[src/rtl/hazard_controller.sv]
// hazard_controller
//   Hazard unit for a five-stage pipeline. It chooses the forwarding paths into
//   Execute and into the Decode branch comparator. It detects load-use and
//   branch-operand hazards, and it stalls the whole pipeline while a
//   data-memory access is outstanding. If the memory never answers, the block
//   latches a sticky timeout error and keeps the pipeline frozen until reset.
//
// Ports
//   i_CLK, i_RST                   clock (rising edge), async active-low reset
//   i_RsD, i_RtD                   Decode source registers
//   i_RsE, i_RtE                   Execute source registers
//   i_WriteRegE/M/W                destination register per stage
//   i_RegWriteE/M/W                register-write enable per stage
//   i_MemtoRegE/M                  result select, 2'b01 marks a load
//   i_BranchD                      branch in Decode
//   i_MemReqM, i_MemReadyM         data-memory request / completion
//   o_StallF/D/E/M, o_FlushE       pipeline register hold / D-E clear
//   o_ForwardAE/BE                 00 regfile, 01 Writeback, 10 Memory
//   o_ForwardAD/BD                 Decode comparator operand from Memory
//   o_MemTimeout                   sticky memory-timeout error
//   o_StallCycles                  saturating count of stalled cycles
module hazard_controller #(
  parameter int RF_ADDR_WIDTH = 5,
  parameter int CNT_WIDTH     = 16,
  parameter int TIMEOUT       = 64
) (
  input  logic                     i_CLK,
  input  logic                     i_RST,
  input  logic [RF_ADDR_WIDTH-1:0] i_RsD,
  input  logic [RF_ADDR_WIDTH-1:0] i_RtD,
  input  logic [RF_ADDR_WIDTH-1:0] i_RsE,
  input  logic [RF_ADDR_WIDTH-1:0] i_RtE,
  input  logic [RF_ADDR_WIDTH-1:0] i_WriteRegE,
  input  logic [RF_ADDR_WIDTH-1:0] i_WriteRegM,
  input  logic [RF_ADDR_WIDTH-1:0] i_WriteRegW,
  input  logic                     i_RegWriteE,
  input  logic                     i_RegWriteM,
  input  logic                     i_RegWriteW,
  input  logic [1:0]               i_MemtoRegE,
  input  logic [1:0]               i_MemtoRegM,
  input  logic                     i_BranchD,
  input  logic                     i_MemReqM,
  input  logic                     i_MemReadyM,
  output logic                     o_StallF,
  output logic                     o_StallD,
  output logic                     o_StallE,
  output logic                     o_StallM,
  output logic                     o_FlushE,
  output logic [1:0]               o_ForwardAE,
  output logic [1:0]               o_ForwardBE,
  output logic                     o_ForwardAD,
  output logic                     o_ForwardBD,
  output logic                     o_MemTimeout,
  output logic [CNT_WIDTH-1:0]     o_StallCycles
);

  // The wait counter only has to reach TIMEOUT-1 before the FSM leaves MEM_WAIT.
  localparam int WAIT_WIDTH = (TIMEOUT > 1) ? $clog2(TIMEOUT) : 1;

  typedef enum logic [1:0] {
    RUN      = 2'd0,
    MEM_WAIT = 2'd1,
    ERR      = 2'd2
  } state_t;

  state_t                state;
  state_t                state_next;
  logic [WAIT_WIDTH-1:0] wait_cnt;
  logic                  wait_expired;
  logic                  lwstall;
  logic                  brstall;
  logic                  memstall;
  logic                  any_stall;

  // Forwarding selection. A match in Memory wins over a match in Writeback
  // because Memory holds the younger result. Register 0 is never forwarded.
  always_comb begin
    o_ForwardAE = 2'b00;
    o_ForwardBE = 2'b00;
    if ((i_RsE != '0) && (i_RsE == i_WriteRegM) && i_RegWriteM)
      o_ForwardAE = 2'b10;
    else if ((i_RsE != '0) && (i_RsE == i_WriteRegW) && i_RegWriteW)
      o_ForwardAE = 2'b01;
    if ((i_RtE != '0) && (i_RtE == i_WriteRegM) && i_RegWriteM)
      o_ForwardBE = 2'b10;
    else if ((i_RtE != '0) && (i_RtE == i_WriteRegW) && i_RegWriteW)
      o_ForwardBE = 2'b01;
    o_ForwardAD = (i_RsD != '0) && (i_RsD == i_WriteRegM) && i_RegWriteM;
    o_ForwardBD = (i_RtD != '0) && (i_RtD == i_WriteRegM) && i_RegWriteM;
  end

  // Hazards that the Memory-to-Decode forward cannot resolve: a load still in
  // Execute, or a branch whose operand is still being produced in Execute or
  // is being loaded in Memory.
  always_comb begin
    lwstall = (i_MemtoRegE == 2'b01) && ((i_RtE == i_RsD) || (i_RtE == i_RtD));
    brstall = i_BranchD &&
              ((i_RegWriteE && ((i_WriteRegE == i_RsD) || (i_WriteRegE == i_RtD))) ||
               ((i_MemtoRegM == 2'b01) &&
                ((i_WriteRegM == i_RsD) || (i_WriteRegM == i_RtD))));
  end

  assign wait_expired = (wait_cnt == WAIT_WIDTH'(TIMEOUT - 1));

  // FSM state register.
  always_ff @(posedge i_CLK or negedge i_RST) begin
    if (!i_RST)
      state <= RUN;
    else
      state <= state_next;
  end

  // FSM next-state logic. A completion on the last allowed wait cycle still
  // counts as success. ERR has no exit other than reset.
  always_comb begin
    state_next = state;
    case (state)
      RUN:      if (i_MemReqM && !i_MemReadyM) state_next = MEM_WAIT;
      MEM_WAIT: if (i_MemReadyM)               state_next = RUN;
                else if (wait_expired)         state_next = ERR;
      ERR:      state_next = ERR;
      default:  state_next = RUN;
    endcase
  end

  // Stall and flush outputs. In MEM_WAIT the cycle where the memory reports
  // ready is the cycle the access completes, so the pipeline is released on
  // that same cycle. A memory stall freezes every stage. It must not flush
  // Execute, because the instruction held there would be lost.
  always_comb begin
    o_StallF = 1'b0;
    o_StallD = 1'b0;
    o_StallE = 1'b0;
    o_StallM = 1'b0;
    o_FlushE = 1'b0;
    memstall = 1'b0;
    case (state)
      RUN:      memstall = i_MemReqM && !i_MemReadyM;
      MEM_WAIT: memstall = !i_MemReadyM;
      ERR:      memstall = 1'b1;
      default:  memstall = 1'b0;
    endcase
    if (memstall) begin
      o_StallF = 1'b1;
      o_StallD = 1'b1;
      o_StallE = 1'b1;
      o_StallM = 1'b1;
    end else if (lwstall || brstall) begin
      o_StallF = 1'b1;
      o_StallD = 1'b1;
      o_FlushE = 1'b1;
    end
  end

  assign any_stall = o_StallF || o_StallD || o_StallE || o_StallM;

  // Wait counter: it reads zero on the first MEM_WAIT cycle and rises by one
  // for each further cycle spent waiting.
  always_ff @(posedge i_CLK or negedge i_RST) begin
    if (!i_RST)
      wait_cnt <= '0;
    else if ((state == MEM_WAIT) && (state_next == MEM_WAIT))
      wait_cnt <= wait_cnt + WAIT_WIDTH'(1);
    else
      wait_cnt <= '0;
  end

  // Sticky timeout flag and the saturating stall-cycle counter.
  always_ff @(posedge i_CLK or negedge i_RST) begin
    if (!i_RST) begin
      o_MemTimeout  <= 1'b0;
      o_StallCycles <= '0;
    end else begin
      if (state_next == ERR)
        o_MemTimeout <= 1'b1;
      if (any_stall && (o_StallCycles != '1))
        o_StallCycles <= o_StallCycles + CNT_WIDTH'(1);
    end
  end

endmodule

[config.mk]
export PLATFORM = sky130hd
export DESIGN_NAME = hazard_controller
export DESIGN_NICKNAME = d
export VERILOG_FILES = /design/src/rtl/hazard_controller.sv
export SDC_FILE = /design/constraint.sdc
export NUM_CORES = 1
export LEC_CHECK = 0
export BUFFER_PORTS_ARGS = -buffer_cell sky130_fd_sc_hd__buf_2
export CORE_UTILIZATION = 40
export CTS_BUF_LIST = sky130_fd_sc_hd__clkbuf_8
export DETAILED_ROUTE_END_ITERATION = 12
export HOLD_SLACK_MARGIN = 0.05
export PLACE_DENSITY = 0.74
export SYNTH_ARGS = -nofsm -noshare
export SYNTH_HDL_FRONTEND = slang
export SYNTH_SLANG_ARGS = --single-unit
[constraint.sdc]
create_clock -name i_CLK -period 2.55 [get_ports i_CLK]
set_input_delay 0.51 -clock i_CLK [delete_from_list [all_inputs] [get_ports i_CLK]]
set_output_delay 0.51 -clock i_CLK [all_outputs]
set_load 0.02 [all_outputs]
==> impl_results.md, run 1 <==
- Vias in the first global route: ~1700
- Layout area overhead: 23.8%
- Cts hold-fix bufs: 0
- Peak supply drop: approximately 0.00053 V
- Clock skew: roughly 0.0014 ns
- Hpwl dp: ~3.6 mm
- Drt total wl: between 4 and 5 mm
- Final hold viol count: 0
- Routed vias: 1682
- # H-tree levels: 1
- Static leakage: ~1.1 nW
- Most area-consuming cells after synthesis: dfrtp_1 34%, xnor2_1 21%, xor2_1 11%
- Leading cell type in the layout, fill and taps excluded: buf_2
- DR vias/cell: between 5 and 6
- Starting Density: 0.422
- Setup TNS: 0 ns
- Worst Hold Class: input pin to async pin
- Post-DRT Antenna Nets: 0
- Yosys cell types: 31
- CTS buffer count: 3
- RePlAce Congestion: around 0.91
- Count of final max-slew check failures: 0
- Initial antenna violation count: 0
- Clock power frac: 0.207
- Largest net degree at the start of global routing: 26
- Overall routing resource usage: 0.189
- CTS tree: yes
- Relative slew slack: 0.628
- P per Cell Area: 498 nW/um2
- Critical path class: input pin to output pin
- Initial drt markers: 50
- Ratio of cells with drive above 1 in the final layout: 0.328
- Commonest cells after routing, fill and taps aside: 74 x buf_2, 44 x xnor2_1, 25 x dfrtp_1
- Fraction of registers with async set/reset: 1.00
- RSZ-0062 raised after global routing: no
- Core Util, Final: 0.522
- Post-layout min period: 2.43 ns
- # DRC: 0
- Top_reg_cell synth: dfrtp_1
- Root buffer cell: clkbuf_8
- Final hold slack: between 0.2 and 0.25 ns
- Synth warn: 0
- Cell Area, Synth: approximately 1800 um2
- I/O Pins: 75
- Worst R2R Path Depth: 7
- Mapped Cells: 197
- Post-Layout Cell Count: 320
- CTS Buffer Depth: 2
- Switching power: between 0.4 and 0.5 mW
- Outcome: finished, final reports clean
- CP endpoint kind: output pin
- Top cell type's share of synthesized area: 0.339
- CTS resizes: 0
- Crit start category: input pin
- ANT cells: 0
- Sequential Power Share: 0.446
- Setup Buffers After CTS: 0
- Finish-stage setup viols: 0
- Max-cap violation count: 0
- DIE HEIGHT: 70.0 um
- First-pass GRT wire length: around 7.6 mm
- Clock sinks: 25
- Die width: around 70 um
- Worst-path clk slew: 0.09 ns
- Cell-internal power: about 0.73 mW
- Req. time, crit path: approximately 2.0 ns
- Flip-flop and latch count after synthesis: 25
- Total core area: 4380 um2
- Fmax: between 400 and 500 MHz
- Nets: 318
- FP Rows: 24
- Post-synthesis sequential area ratio: 0.339
- Avg Cell Area, Syn: 9.38 um2
- Placed instance count: between 300 and 400
- DRT Pass-1 Iters: 4
- Switching share of power: 0.360
- Worst-Skew Late Latency: approximately 0.27 ns
- Worst-margin pin slew: roughly 0.56 ns
- Area leader, netlist: dfrtp_1
- Comb pwr share: 0.347
- Mapped Nets: 246
- Crit Path Max Fanout: 5
- Die area: 4900 um2
- Avg WL per Cell: about 14 um
- Period utilisation layout: 0.955
- PortBufs: 74
- Grt ovf: 0
- WP data arrival: between 1.5 and 2 ns
- Number of enable flip-flop cells after synthesis: 0
==> final timing paths <==
path	from	to	slack (ns)
worst max-delay path	i_RtE[1]	o_ForwardBE[0]	0.12
worst min-delay path	i_RST	o_MemTimeout	0.22
worst max register to register	o_StallCycles[0]	o_StallCycles[1]	0.27
worst min register to register	wait_cnt[0]	wait_cnt[0]	0.46
max in group asynchronous	i_RST	o_StallCycles[15]	1.96
min in group i_CLK	wait_cnt[0]	wait_cnt[0]	0.46
==> final cells by class <==
class,instances,area [um2]
clock buffers,3,41.3
clock inverters,1,7.51
fillers,411,2100
inverters,1,3.75
multi-input cells,163,1170
flip-flops and latches,25,626
well taps,52,65.1
repair buffers,75,378
==> routing by layer <==
metal  up-vias  part of all wire  track usage  routed length, um
li1        823                 -            -                  -
met1       789              0.48        0.260               2100
met2        60              0.45        0.303               1980
met3        10             0.054       0.0231                238
met4         0             0.023       0.0711                102
met5         -                 0            0                  0
==> synth_stat cells, types with 2 or more instances <==
cell,count
xnor2_1,44
dfrtp_1,25
xor2_1,24
nand2_1,16
nor2_1,15
nand4_1,14
and3_1,9
nand3_1,9
nor4_1,5
buf_2,4
o21ai_0,4
or4_1,4
buf_4,2
buf_6,2
ha_1,2
mux2_2,2
nor3_1,2
==> logic make-up after synthesis <==
logic type | count (synthesis) | synth area share
DFF | 25 | 0.339
and+or+nand+nor | 82 | 0.242
xor gates and xnor gates | 68 | 0.322
adders and majority gates | 2 | 0.0135
muxes | 2 | 0.0122
buffers and inverters | 9 | 0.0332
AOI/OAI and AO/OA | 9 | 0.0386
==> sequential cells by signal, summed over array words and instances, names as in the netlist <==
name           flops
state              2
o_StallCycles     16
o_MemTimeout       1
wait_cnt           6
==> power by group through the flow <==
stage                     combinational (mW)  sequential [mW]  clock (mW)
after floorplan                        0.195            0.566           0
after global placement                 0.389            0.511           0
after detailed placement               0.396            0.514           0
after CTS                              0.397            0.507       0.241
after global routing                   0.435            0.520       0.254
final                                  0.395            0.507       0.236
==> worst max-delay path: stages <==
cell,delay (ns)
buf_2,0.14
or4_1,0.51
nor2_1,0.17
nor4_1,0.12
nor4_2,0.26
buf_2,0.21
==> stage by stage <==
step	cell area, um2	worst slack [ns]	total power [mW]
floorplan	1850	0.0226	0.761
global placement	2240	0.197	0.900
detailed placement	2240	0.148	0.910
CTS	2290	0.141	1.14
global route	2290	0.00594	1.21
finish	2290	0.116	1.14
Note: power is estimated with default switching activity, not from simulation.
==> inputs of run 2 (changes only) <==
==> constraint.sdc (replaced) <==
create_clock -name i_CLK -period 2.55 [get_ports i_CLK]
set_input_delay 0.255 -clock i_CLK [delete_from_list [all_inputs] [get_ports i_CLK]]
set_output_delay 0.255 -clock i_CLK [all_outputs]
set_load 0.02 [all_outputs]
==> impl_results.md, run 2 (same netlist as run 1, synthesis figures left out) <==
- Outcome: finished, final reports clean (unchanged)
- Root buffer cell: clkbuf_8 (unchanged)
- Setup TNS: 0 ns (unchanged)
- DR vias/cell: 5.31 (was 5.26)
- Finish-stage setup viols: 0 (unchanged)
- CP max stage cell: dfrtp_1 (was or4_1)
- CP peak stage delay: 0.44 ns (was 0.51 ns)
- FP Rows: 24 (unchanged)
- Die width: 70.0 um (unchanged)
- Largest net degree at the start of global routing: 26 (unchanged)
- Initial antenna violation count: 0 (unchanged)
- Reg-to-reg slack, setup: 0.23 ns (was 0.27 ns)
- Peak supply drop: 0.000421 V (was 0.000528 V)
- Nets: 318 (unchanged)
- Final hold slack: 0.288 ns (was 0.222 ns)
- CTS Buffer Depth: 2 (unchanged)
- Crit start category: register (was input pin)
- Total core area: 4380 um2 (unchanged)
- Period utilisation layout: 0.911 (was 0.955)
- CP most frequent cell: and3_1 (was buf_2)
- Worst-margin pin slew: 0.574 ns (was 0.557 ns)
- Crit Path Max Fanout: 15 (was 5)
- I/O Pins: 75 (unchanged)
- Overall routing resource usage: 0.191 (was 0.189)
- Crit path buf inv count: 0 (was 2)
- Relative slew slack: 0.617 (was 0.628)
- First-pass GRT wire length: 7.60 mm (was 7.58 mm)
- Commonest cells after routing, fill and taps aside: 74 x buf_2, 44 x xnor2_1, 25 x dfrtp_1 (unchanged)
- Ratio of cells with drive above 1 in the final layout: 0.321 (was 0.328)
- RSZ-0062 raised after global routing: no (unchanged)
- Hold Startpoint: i_MemReadyM
- Grt ovf: 0 (unchanged)
- Worst Hold Class: input pin to register (was input pin to async pin)
- Hpwl dp: 3.66 mm (was 3.60 mm)
- P per Cell Area: 501 nW/um2 (was 498 nW/um2)
- Req. time, crit path: 2.71 ns (was 2.04 ns)
- Clock skew: 0.00647 ns (was 0.00139 ns)
- Initial drt markers: 86 (was 50)
- Layout area overhead: 23.5% (was 23.8%)
- Count of final max-slew check failures: 0 (unchanged)
- CP endpoint kind: register (was output pin)
- Max-cap violation count: 0 (unchanged)
- Die area: 4900 um2 (unchanged)
- Leading cell type in the layout, fill and taps excluded: buf_2 (unchanged)
- Routed vias: 1700 (was 1682)
- PortBufs: 74 (unchanged)
- Regs by FF count: o_StallCycles x16, wait_cnt x6, state x2 (unchanged)
- Critical path class: register to register (was input pin to output pin)
- Post-DRT Antenna Nets: 0 (unchanged)
- Worst reg2reg path startpoint: o_StallCycles[0] (unchanged)
- Static leakage: 1.06 nW (about the same)
- Final hold viol count: 0 (unchanged)
- Worst-path clk slew: 0.09 ns (about the same)
- Crit path max-delay family: simple AND/OR/NAND/NOR gates (unchanged)
- CTS resizes: 0 (unchanged)
- Clock sinks: 25 (unchanged)
- DIE HEIGHT: 70.0 um (unchanged)
- # DRC: 0 (unchanged)
- ANT cells: 0 (unchanged)
- Drt total wl: 4.54 mm (was 4.43 mm)
- Starting Density: 0.422 (unchanged)
- Biggest register: o_StallCycles (unchanged)
- Max reg flops: 16 (unchanged)
- Setup Buffers After CTS: 0 (unchanged)
- CTS tree: yes (unchanged)
- Vias in the first global route: 1660 (was 1699)
- WP data arrival: 2.49 ns (was 1.92 ns)
- # H-tree levels: 1 (unchanged)
- Avg WL per Cell: 14.2 um (was 13.8 um)
- DRT Pass-1 Iters: 4 (unchanged)
- Fmax: 430 MHz (was 411 MHz)
- RePlAce Congestion: 0.851 (was 0.914)
- Critical Path Source: o_StallCycles[0] (was i_RtE[1])
- Cell-by-cell trace of the critical path: ha_1 > and3_1 > and3_1 > and3_1 > and3_1 > a21oi_4 > mux2_2 (was buf_2 > or4_1 > nor2_1 > nor4_1 > nor4_2 > buf_2)
- Post-layout min period: 2.32 ns (was 2.43 ns)
- CTS buffer count: 3 (unchanged)
- Worst-Skew Late Latency: 0.27 ns (about the same)
[run 2: layout make-up]
class / instances / area, um2
Clock inverter: 1 / 5.00
Sequential cell: 25 / 626
Inverter: 1 / 3.75
Multi-Input combinational cell: 163 / 1160
Timing Repair Buffer: 75 / 380
Clock buffer: 3 / 41.3
Tap cell: 52 / 65.1
Fill cell: 433 / 2100
[run 2: layer usage]
| metal | GRT usage | up-vias | routed length [um] |
|---|---|---|---|
| li1 | - | 817 | - |
| met1 | 0.238 | 832 | 2020 |
| met2 | 0.330 | 47 | 2300 |
| met3 | 0.0491 | 4 | 196 |
| met4 | 0.0444 | 0 | 34 |
| met5 | 0 | - | 0 |
[run 2: worst paths after layout]
path                                     end  cells past startpoint
setup / recovery            o_StallCycles[1]                      7
hold / removal                   wait_cnt[4]                      4
setup reg to reg            o_StallCycles[1]                      7
hold reg to reg                  wait_cnt[0]                      1
max in group asynchronous       o_MemTimeout                      2
min in group asynchronous  o_StallCycles[10]                      2
[run 2: repair_timing]
item | in CTS | in global routing
endpoints found under the setup margin | 0 | 0
hold buffers | 1 | 0
endpoints found under the hold margin | 25 | 0
[run 2: report_power, final]
group	total (mW)	switching, mW	internal (mW)	leakage (nW)
sequential	0.511	0.0641	0.447	0.331
combinational	0.396	0.223	0.173	0.703
clock	0.237	0.127	0.109	0.0255
[run 2: stage by stage]
stage	worst slack [ns]	total power [mW]	cell area, um2	instances	util
2_1_floorplan	0.371	0.760	1850	197	-
3_3_place_gp	0.342	0.899	2230	315	0.508
3_5_place_dp	0.241	0.916	2230	315	0.508
4_1_cts	0.229	1.16	2280	320	0.521
5_1_grt	0.126	1.22	2280	320	0.521
6_report	0.226	1.14	2280	320	0.521
[run 2: worst reg2reg max path: stages, from the launching register on]
cell	delay, ns
dfrtp_1	0.44
ha_1	0.23
and3_1	0.19
and3_1	0.19
and3_1	0.24
and3_1	0.22
a21oi_4	0.33
mux2_2	0.39
